===== src/rtl/divider.sv =====
// Multi-cycle restoring divider for DIV/DIVU in byte (16/8) and word (32/16) sizes.
// One quotient bit per clock on operand magnitudes, followed by sign correction and range checks.
module divider (
    input  logic        clk,
    input  logic        reset,
    input  logic        start,
    input  logic        size,
    input  logic        is_signed,
    input  logic [31:0] dividend,
    input  logic [15:0] divisor,
    output logic        busy,
    output logic        done,
    output logic [15:0] quotient,
    output logic [15:0] remainder,
    output logic        div_error
);

    typedef enum logic [1:0] {
        IDLE  = 2'd0,
        SETUP = 2'd1,
        ITER  = 2'd2,
        FIX   = 2'd3
    } state_t;

    state_t      state_q;
    logic        size_q;
    logic        sgn_q;
    logic [31:0] dvd_q;
    logic [15:0] dvs_q;
    logic        qneg_q;
    logic        rneg_q;
    logic [15:0] dmag_q;
    logic [15:0] rem_q;
    logic [15:0] dq_q;
    logic [3:0]  cnt_q;
    logic        busy_q;
    logic        done_q;
    logic        err_q;
    logic [15:0] quot_q;
    logic [15:0] rmd_q;

    logic        dvd_neg_d;
    logic        dvs_neg_d;
    logic [31:0] dvd_mag_d;
    logic [15:0] dvs_mag_d;
    logic [15:0] upper_d;
    logic [15:0] lower_d;
    logic        setup_err_d;
    logic [16:0] trial_d;
    logic        qbit_d;
    logic [15:0] rem_d;
    logic [15:0] dq_d;
    logic [15:0] qmag_d;
    logic [15:0] qres_d;
    logic [15:0] rres_d;
    logic [15:0] lim_d;
    logic        range_err_d;
    logic [15:0] quot_d;
    logic [15:0] rmd_d;

    // Operand magnitudes and the SETUP-time overflow test
    always_comb begin
        dvd_neg_d = sgn_q & (size_q ? dvd_q[31] : dvd_q[15]);
        dvs_neg_d = sgn_q & (size_q ? dvs_q[15] : dvs_q[7]);
        if (size_q) begin
            dvd_mag_d = dvd_neg_d ? (~dvd_q + 32'd1) : dvd_q;
            dvs_mag_d = dvs_neg_d ? (~dvs_q + 16'd1) : dvs_q;
            upper_d   = dvd_mag_d[31:16];
            lower_d   = dvd_mag_d[15:0];
        end else begin
            dvd_mag_d = {16'h0000, dvd_neg_d ? (~dvd_q[15:0] + 16'd1) : dvd_q[15:0]};
            dvs_mag_d = {8'h00, dvs_neg_d ? (~dvs_q[7:0] + 8'd1) : dvs_q[7:0]};
            upper_d   = {8'h00, dvd_mag_d[15:8]};
            // Byte-mode low half sits at the top so the same MSB-first shift serves both sizes
            lower_d   = {dvd_mag_d[7:0], 8'h00};
        end
        setup_err_d = (dvs_mag_d == 16'h0000) || (upper_d >= dvs_mag_d);
    end

    // One restoring step: partial remainder stays below the divisor, so 17 bits suffice for the trial
    always_comb begin
        trial_d = {rem_q, dq_q[15]};
        qbit_d  = (trial_d >= {1'b0, dmag_q});
        rem_d   = qbit_d ? (trial_d[15:0] - dmag_q) : trial_d[15:0];
        dq_d    = {dq_q[14:0], qbit_d};
    end

    // Sign correction and signed range check on the finished magnitudes
    always_comb begin
        qmag_d      = size_q ? dq_q : {8'h00, dq_q[7:0]};
        qres_d      = qneg_q ? (~qmag_d + 16'd1) : qmag_d;
        rres_d      = rneg_q ? (~rem_q + 16'd1) : rem_q;
        lim_d       = size_q ? 16'h8000 : 16'h0080;
        range_err_d = sgn_q & (qneg_q ? (qmag_d > lim_d) : (qmag_d >= lim_d));
        quot_d      = size_q ? qres_d : {8'h00, qres_d[7:0]};
        rmd_d       = size_q ? rres_d : {8'h00, rres_d[7:0]};
    end

    always_ff @(posedge clk) begin
        if (reset) begin
            state_q <= IDLE;
            size_q  <= 1'b0;
            sgn_q   <= 1'b0;
            dvd_q   <= 32'h0;
            dvs_q   <= 16'h0;
            qneg_q  <= 1'b0;
            rneg_q  <= 1'b0;
            dmag_q  <= 16'h0;
            rem_q   <= 16'h0;
            dq_q    <= 16'h0;
            cnt_q   <= 4'd0;
            busy_q  <= 1'b0;
            done_q  <= 1'b0;
            err_q   <= 1'b0;
            quot_q  <= 16'h0;
            rmd_q   <= 16'h0;
        end else begin
            done_q <= 1'b0;
            case (state_q)
                IDLE: begin
                    if (start) begin
                        size_q  <= size;
                        sgn_q   <= is_signed;
                        dvd_q   <= dividend;
                        dvs_q   <= divisor;
                        busy_q  <= 1'b1;
                        state_q <= SETUP;
                    end
                end
                SETUP: begin
                    qneg_q <= dvd_neg_d ^ dvs_neg_d;
                    rneg_q <= dvd_neg_d;
                    dmag_q <= dvs_mag_d;
                    rem_q  <= upper_d;
                    dq_q   <= lower_d;
                    cnt_q  <= size_q ? 4'd15 : 4'd7;
                    if (setup_err_d) begin
                        busy_q  <= 1'b0;
                        done_q  <= 1'b1;
                        err_q   <= 1'b1;
                        state_q <= IDLE;
                    end else begin
                        state_q <= ITER;
                    end
                end
                ITER: begin
                    rem_q <= rem_d;
                    dq_q  <= dq_d;
                    cnt_q <= cnt_q - 4'd1;
                    if (cnt_q == 4'd0) begin
                        state_q <= FIX;
                    end
                end
                FIX: begin
                    busy_q  <= 1'b0;
                    done_q  <= 1'b1;
                    err_q   <= range_err_d;
                    if (!range_err_d) begin
                        quot_q <= quot_d;
                        rmd_q  <= rmd_d;
                    end
                    state_q <= IDLE;
                end
                default: state_q <= IDLE;
            endcase
        end
    end

    assign busy      = busy_q;
    assign done      = done_q;
    assign div_error = err_q;
    assign quotient  = quot_q;
    assign remainder = rmd_q;

endmodule

===== config.mk =====
export PLATFORM = sky130hd
export DESIGN_NAME = divider
export DESIGN_NICKNAME = d
export VERILOG_FILES = /design/src/rtl/divider.sv
export SDC_FILE = /design/constraint.sdc
export NUM_CORES = 1
export LEC_CHECK = 0
export CAP_MARGIN = 10
export CORE_MARGIN = 4
export CORE_UTILIZATION = 45
export CTS_BUF_LIST = sky130_fd_sc_hd__clkbuf_8 sky130_fd_sc_hd__clkbuf_16
export CTS_CLUSTER_SIZE = 40
export DETAILED_ROUTE_END_ITERATION = 6
export PLACE_DENSITY = 0.77
export REMOVE_ABC_BUFFERS = 1
export SLEW_MARGIN = 15
export SYNTH_ARGS = -nofsm -noshare
export SYNTH_HDL_FRONTEND = slang
export SYNTH_SLANG_ARGS = --single-unit

===== constraint.sdc =====
create_clock -name clk -period 5 [get_ports clk]
set_clock_uncertainty 0.1 [all_clocks]
set_input_delay 0.5 -clock clk [delete_from_list [all_inputs] [get_ports clk]]
set_output_delay 0.5 -clock clk [all_outputs]
set_load 0.1 [all_outputs]

==> run metrics, run 1 <==
status=completed; critical path data arrival time=4.47 ns; Root Driver=clkbuf_16; Primary FF master, synth=dfxtp_1; Area Overhead vs Synth=17.4%; post-synthesis instance area=9070 µm²; Reg2Reg Setup Slack=0.75 ns; library cells used by synthesis=80; Yosys top cell area share=31.1%; actual transition at the worst max-transition pin=1.03 ns; async set-reset flop share out of synthesis=0%; initial antenna violation count=0; PwrDens=372 nW/µm²; Max rail drop VDD=245 µV; register clock-pin slew on the reported worst setup and hold paths=0.06 ns; clock tree buffer depth=2; detailed router's first-iteration violation count=774; routed wire length=24.5 mm; WP data required=5.22 ns; Initial Util=46.1%; Warnings, synthesis=0; Die Wd=150 µm; Post-Synthesis Cells=1183; HPWL after detailed placement=18.0 mm; total track usage=21.7%; CP endpoint=div_error; relative max-transition margin=31.1%; # Post-CTS Setup Buffers=0; top cells by area, synth=dfxtp_1 31%, nand2_1 7.7%, a21oi_1 6.8%; Max Clock Freq=0.235 GHz; syn avg cell area=7.67 µm²; RSZ-0062 raised after global routing=no; TritonCTS Buffers=17; Final TNS setup=0 ns; clock latency on the worst-skew pair=0.43 ns; Cells after DPL=1467; endpoints failing setup=0; vias in the first global route=7899; Fin. Hold Viols=0; reg2reg end=div_error; fraction of layout cells with a size suffix above 1=5.92%; largest net degree at the start of global routing=93; Max-cap violations=0; number of cell rows=51; #FFs+latches synth=141; CTS tree=yes; first-pass GRT wire length=39.7 mm; GPL Wtd Cong=0.945; Post-CTS Hold Fix Bufs=0; reg-to-reg startpoint=dvd_q[2]; 1st-pass router iterations=5; Setup CP Type=register to register; min-delay src=remainder[10]; LEAKAGE=3.88 nW; Max Fanout on Critical Path=10; Vias=8673; drc violations=0; clk sinks=141; total global routing overflow=0; diode count=0; Post-synth EDFFs=0; H-Tree Depth=4; CP endpoint kind=register; area leader, netlist=dfxtp_1; Slew Viols, Final=0; post-CTS resize count=0; fillcell total=1925; crit share post-route=85.0%; critical path startpoint category=register; Routed Antenna Nets=0; WL/cell=16.3 µm; die area=22500 µm²; crit path from=dvd_q[2]; IO Pins=88; reg2reg path depth=12; Final nets=1318; crit path time final=4.25 ns; sequential area share after synthesis=31.1%; post-DR vias/cell=5.79; final cell count without fillers=1499; IO buf count=87; core area=19700 µm²; Hold Crit Class=register to register; Design Power=3.96 mW; Die Y-Extent=150 µm
-- power breakdown --
part / leakage [nW] / switching [mW] / internal [mW]
registers: 1.15 / 0.134 / 1.22
clock network: 0.296 / 0.519 / 0.792
logic: 2.43 / 0.788 / 0.511
-- per-layer routing --
| layer | vias up | part of all wire [%] | GRT usage (%) |
|---|---|---|---|
| li1 | 4309 | - | - |
| met4 | 0 | 1.7 | 6.40 |
| met5 | - | 0 | 0 |
| met2 | 320 | 45 | 34.0 |
| met1 | 4012 | 47 | 30.3 |
| met3 | 32 | 6.7 | 4.30 |
-- worst max-delay path: stages (launching register included) --
cell	delay, ns
dfxtp_1	0.35
or3_1	0.42
or4_1	0.68
o41ai_1	0.46
mux2i_1	0.33
a21oi_1	0.07
ha_1	0.32
nand3_1	0.09
nand2_1	0.06
a41o_1	0.21
o31a_1	0.25
or4_4	0.55
o221a_1	0.24
-- stage by stage --
step	utilization, %	cell area [µm²]	worst slack, ns	hold slack, ns
2_1_floorplan	-	8730	0.333	0.338
3_3_place_gp	51.1	10000	0.902	0.340
3_5_place_dp	51.1	10000	0.836	0.344
4_1_cts	54.2	10700	0.803	0.352
5_1_grt	54.2	10700	0.551	0.371
6_report	54.2	10700	0.750	0.349
-- logic make-up (layout without fill, tap and decap cells) --
kind of cell | count (synthesis) | count (layout) | share of synthesized area [%]
compound gates | 328 | 328 | 23.8
xor+xnor | 73 | 73 | 7.05
fa+ha+maj | 44 | 44 | 6.15
buf+inv | 127 | 178 | 5.60
flops | 141 | 141 | 31.1
mux | 28 | 28 | 3.15
simple gates | 442 | 442 | 23.2
-- cell usage after synthesis (all sizes together), types with 6 or more instances --
library cell,count
a211oi,40
a21o,8
a21oi,124
a311oi,9
and2,8
buf,24
clkbuf,57
dfxtp,141
ha,43
inv,45
mux2i,24
nand2,185
nand2b,12
nand3,29
nand4,10
nand4b,6
nor2,105
nor3,21
nor4,11
o211ai,11
o21a,7
o21ai,44
o31a,7
o31ai,21
o32ai,10
o41ai,6
or3,15
or4,9
xnor2,37
xor2,36
-- registers in the layout (all words and copies together), names as in the netlist, 4 cells and up, named ones only --
signal,count
dq_q,16
dvd_q,32
quotient,16
rem_q,16
remainder,16
dvs_q,16
cnt_q,4
dmag_q,16
-- layout make-up --
class | count | area [µm²] | share of cell area [%]
Tap cell | 265 | 332 | 3.11
Timing Repair Buffer | 100 | 966 | 9.07
Clock buffer | 17 | 425 | 3.99
Multi-Input combinational cell | 915 | 5740 | 53.9
Clock inverter | 15 | 188 | 1.76
Inverter | 46 | 173 | 1.62
Sequential cell | 141 | 2820 | 26.5
-- worst min path at each step --
stage	end	slack (ns)	depth (start not counted)
2_1_floorplan	dvd_q[1]	0.34	2
3_3_place_gp	quotient[8]	0.34	2
3_5_place_dp	remainder[14]	0.34	2
4_1_cts	remainder[10]	0.35	2
5_1_grt	remainder[15]	0.37	2
6_report	remainder[10]	0.35	2
-- cell usage in the layout (no fill, tap or decap), drive strengths merged, types with 21 or more instances in the layout --
cell type,n
nand2,185
dfxtp,141
a21oi,124
nor2,105
clkdlybuf4s50,86
inv,49
o21ai,44
ha,43
a211oi,40
xnor2,37
xor2,36
nand3,29
mux2i,24
nor3,21
o31ai,21
Note: power is estimated with default switching activity, not from simulation.
==> inputs of run 2 (changes only) <==
==> constraint.sdc (replaced) <==
create_clock -name clk -period 5.2 [get_ports clk]
set_clock_uncertainty 0.1 [all_clocks]
set_input_delay 0.52 -clock clk [delete_from_list [all_inputs] [get_ports clk]]
set_output_delay 0.52 -clock clk [all_outputs]
set_load 0.1 [all_outputs]
==> run 2 against run 1 <==
  * Cell area increased by 0.42%
  * Hold slack worse by 0.0028 ns
  * Die area is the same
  * Sequential power shrank 4%
  * Largest cell class unchanged
==> run metrics, run 2 (same netlist as run 1, synthesis figures left out) <==
status=completed; crit path time final=4.34 ns (+0.0906 ns); WP data required=5.41 ns (+0.19 ns); Design Power=3.92 mW (-1.1%); CTS tree=yes; Fin. Hold Viols=0 (unchanged); CP endpoint kind=register; RSZ-0062 raised after global routing=no; Die Wd=150 µm (unchanged); Worst path slowest cell=or4_4; total track usage=22.3% (+0.61 points); number of cell rows=51 (unchanged); final setup margin=0.859 ns (+0.109 ns); post-CTS resize count=0 (unchanged); actual transition at the worst max-transition pin=1.05 ns (+0.0142 ns); crit path from=dvd_q[0]; most frequent cells in the layout=185 x nand2_1, 140 x dfxtp_1, 124 x a21oi_1, 105 x nor2_1, 86 x clkdlybuf4s50_1; crit share post-route=83.5% (-1.5 points); Initial Util=46.1% (unchanged); critical path data arrival time=4.55 ns (+0.08 ns); Area Overhead vs Synth=17.9%; most common cell after layout, fill and taps aside=nand2_1; IO buf count=87 (unchanged); largest net degree at the start of global routing=94 (+1.1%); H-Tree Depth=4 (unchanged); Routed Antenna Nets=0 (unchanged); Hold Crit Class=register to register; total global routing overflow=0 (unchanged); Cells after DPL=1466 (-0.068%); Die Y-Extent=150 µm (unchanged); Final nets=1317 (-0.076%); clock latency on the worst-skew pair=0.43 ns (about the same); TritonCTS Buffers=17 (unchanged); critical path startpoint category=register; Crit path top cell by count=ha_1; Vias=8670 (-0.035%); max FFs per register=32 (unchanged); relative max-transition margin=30.2% (-0.95 points); PwrDens=366 nW/µm² (-1.5%); detailed router's first-iteration violation count=755 (-2.5%); Max rail drop VDD=266 µV (+8.6%); Max Fanout on Critical Path=11 (+1); Setup CP Type=register to register; 1st-pass router iterations=5 (unchanged); Fin Hold WS=0.346 ns (-0.00281 ns); WL/cell=16.8 µm (+2.8%); Post-CTS Hold Fix Bufs=0 (unchanged); Layout Utilization=54.4% (+0.23 points); register clock-pin slew on the reported worst setup and hold paths=0.06 ns (about the same); dpl ws=0.934 ns (+0.0982 ns); critical-path cell list=inv_1 -> ha_1 -> or3b_1 -> nand4b_1 -> o31ai_1 -> xnor2_1 -> mux2i_1 -> ha_1 -> nand2b_1 -> a21oi_1 -> o21ai_1 -> a41o_1 -> o31a_1 -> or4_4 -> o221a_1; GPL Wtd Cong=0.909 (-3.8%); clk sinks=141 (unchanged); Root Driver=clkbuf_16; reg-to-reg startpoint=dvd_q[0]; first-pass GRT wire length=40.9 mm (+2.9%); crit path buf inv count=1 (+1); LEAKAGE=3.91 nW (+0.78%); routed wire length=25.1 mm (+2.6%); final cell count without fillers=1497 (-0.13%); post-DR vias/cell=5.79 (about the same); die area=22500 µm² (unchanged); cell area after layout=10700 µm² (+0.42%); Final TNS setup=0 ns (unchanged); IO Pins=88 (unchanged); Placed Area=10000 µm² (about the same); diode count=0 (unchanged); HPWL after detailed placement=18.2 mm (+1.2%); initial antenna violation count=0 (unchanged); Max-cap violations=0 (unchanged); Slew Viols, Final=0 (unchanged); drc violations=0 (unchanged); slowest stage delay, CP=0.55 ns (-0.13 ns); fraction of layout cells with a size suffix above 1=5.68% (-0.23 points); core area=19700 µm² (unchanged); endpoints failing setup=0 (unchanged); cell family with most CP delay=simple AND/OR/NAND/NOR gates; min-delay src=quotient[7]; Max Clock Freq=0.230 GHz (-2.1%); Largest Register=dvd_q; clock tree buffer depth=2 (unchanged); # Post-CTS Setup Buffers=0 (unchanged); vias in the first global route=8077 (+2.3%)
-- run 2: final cells by class --
type                       count  area, µm²
timing repair buffer          99        958
multi-input combinational    915       5740
fill                        1900       8960
inverter                      46        173
clock buffer                  21        480
sequential                   141       2820
clock inverter                10        185
tap                          265        332
-- run 2: path summary, 6_finish.rpt --
check                end  cells past startpoint  slack (ns)
max reg2reg    div_error                     15        0.86
min          quotient[7]                      2        0.35
max            div_error                     15        0.86
min reg2reg  quotient[7]                      2        0.35
-- run 2: worst reg2reg max path, delay by kind of cell, from the launching register on --
kind,cells,cell delay (ns)
AOI/OAI and AO/OA,6,1.42
xor gates and xnor gates,1,0.17
adders and majority gates,2,0.48
buffers and inverters,1,0.09
DFF,1,0.32
muxes,1,0.12
and+or+nand+nor,4,1.54
-- run 2: where the power goes --
part	internal, mW	total, mW	switching [mW]
Sequential	1.17	1.30	0.128
Combinational	0.490	1.25	0.761
Clock	0.900	1.37	0.468
Total	2.56	3.92	1.36
-- run 2: layer usage --
layer  vias to the layer above  track usage, %  share of wire, %
met5                         -               0                 0
met2                       318            36.4                45
met3                        36            4.15               6.7
li1                       4307               -                 -
met4                         0            5.44               1.5
met1                      4009            30.5                46
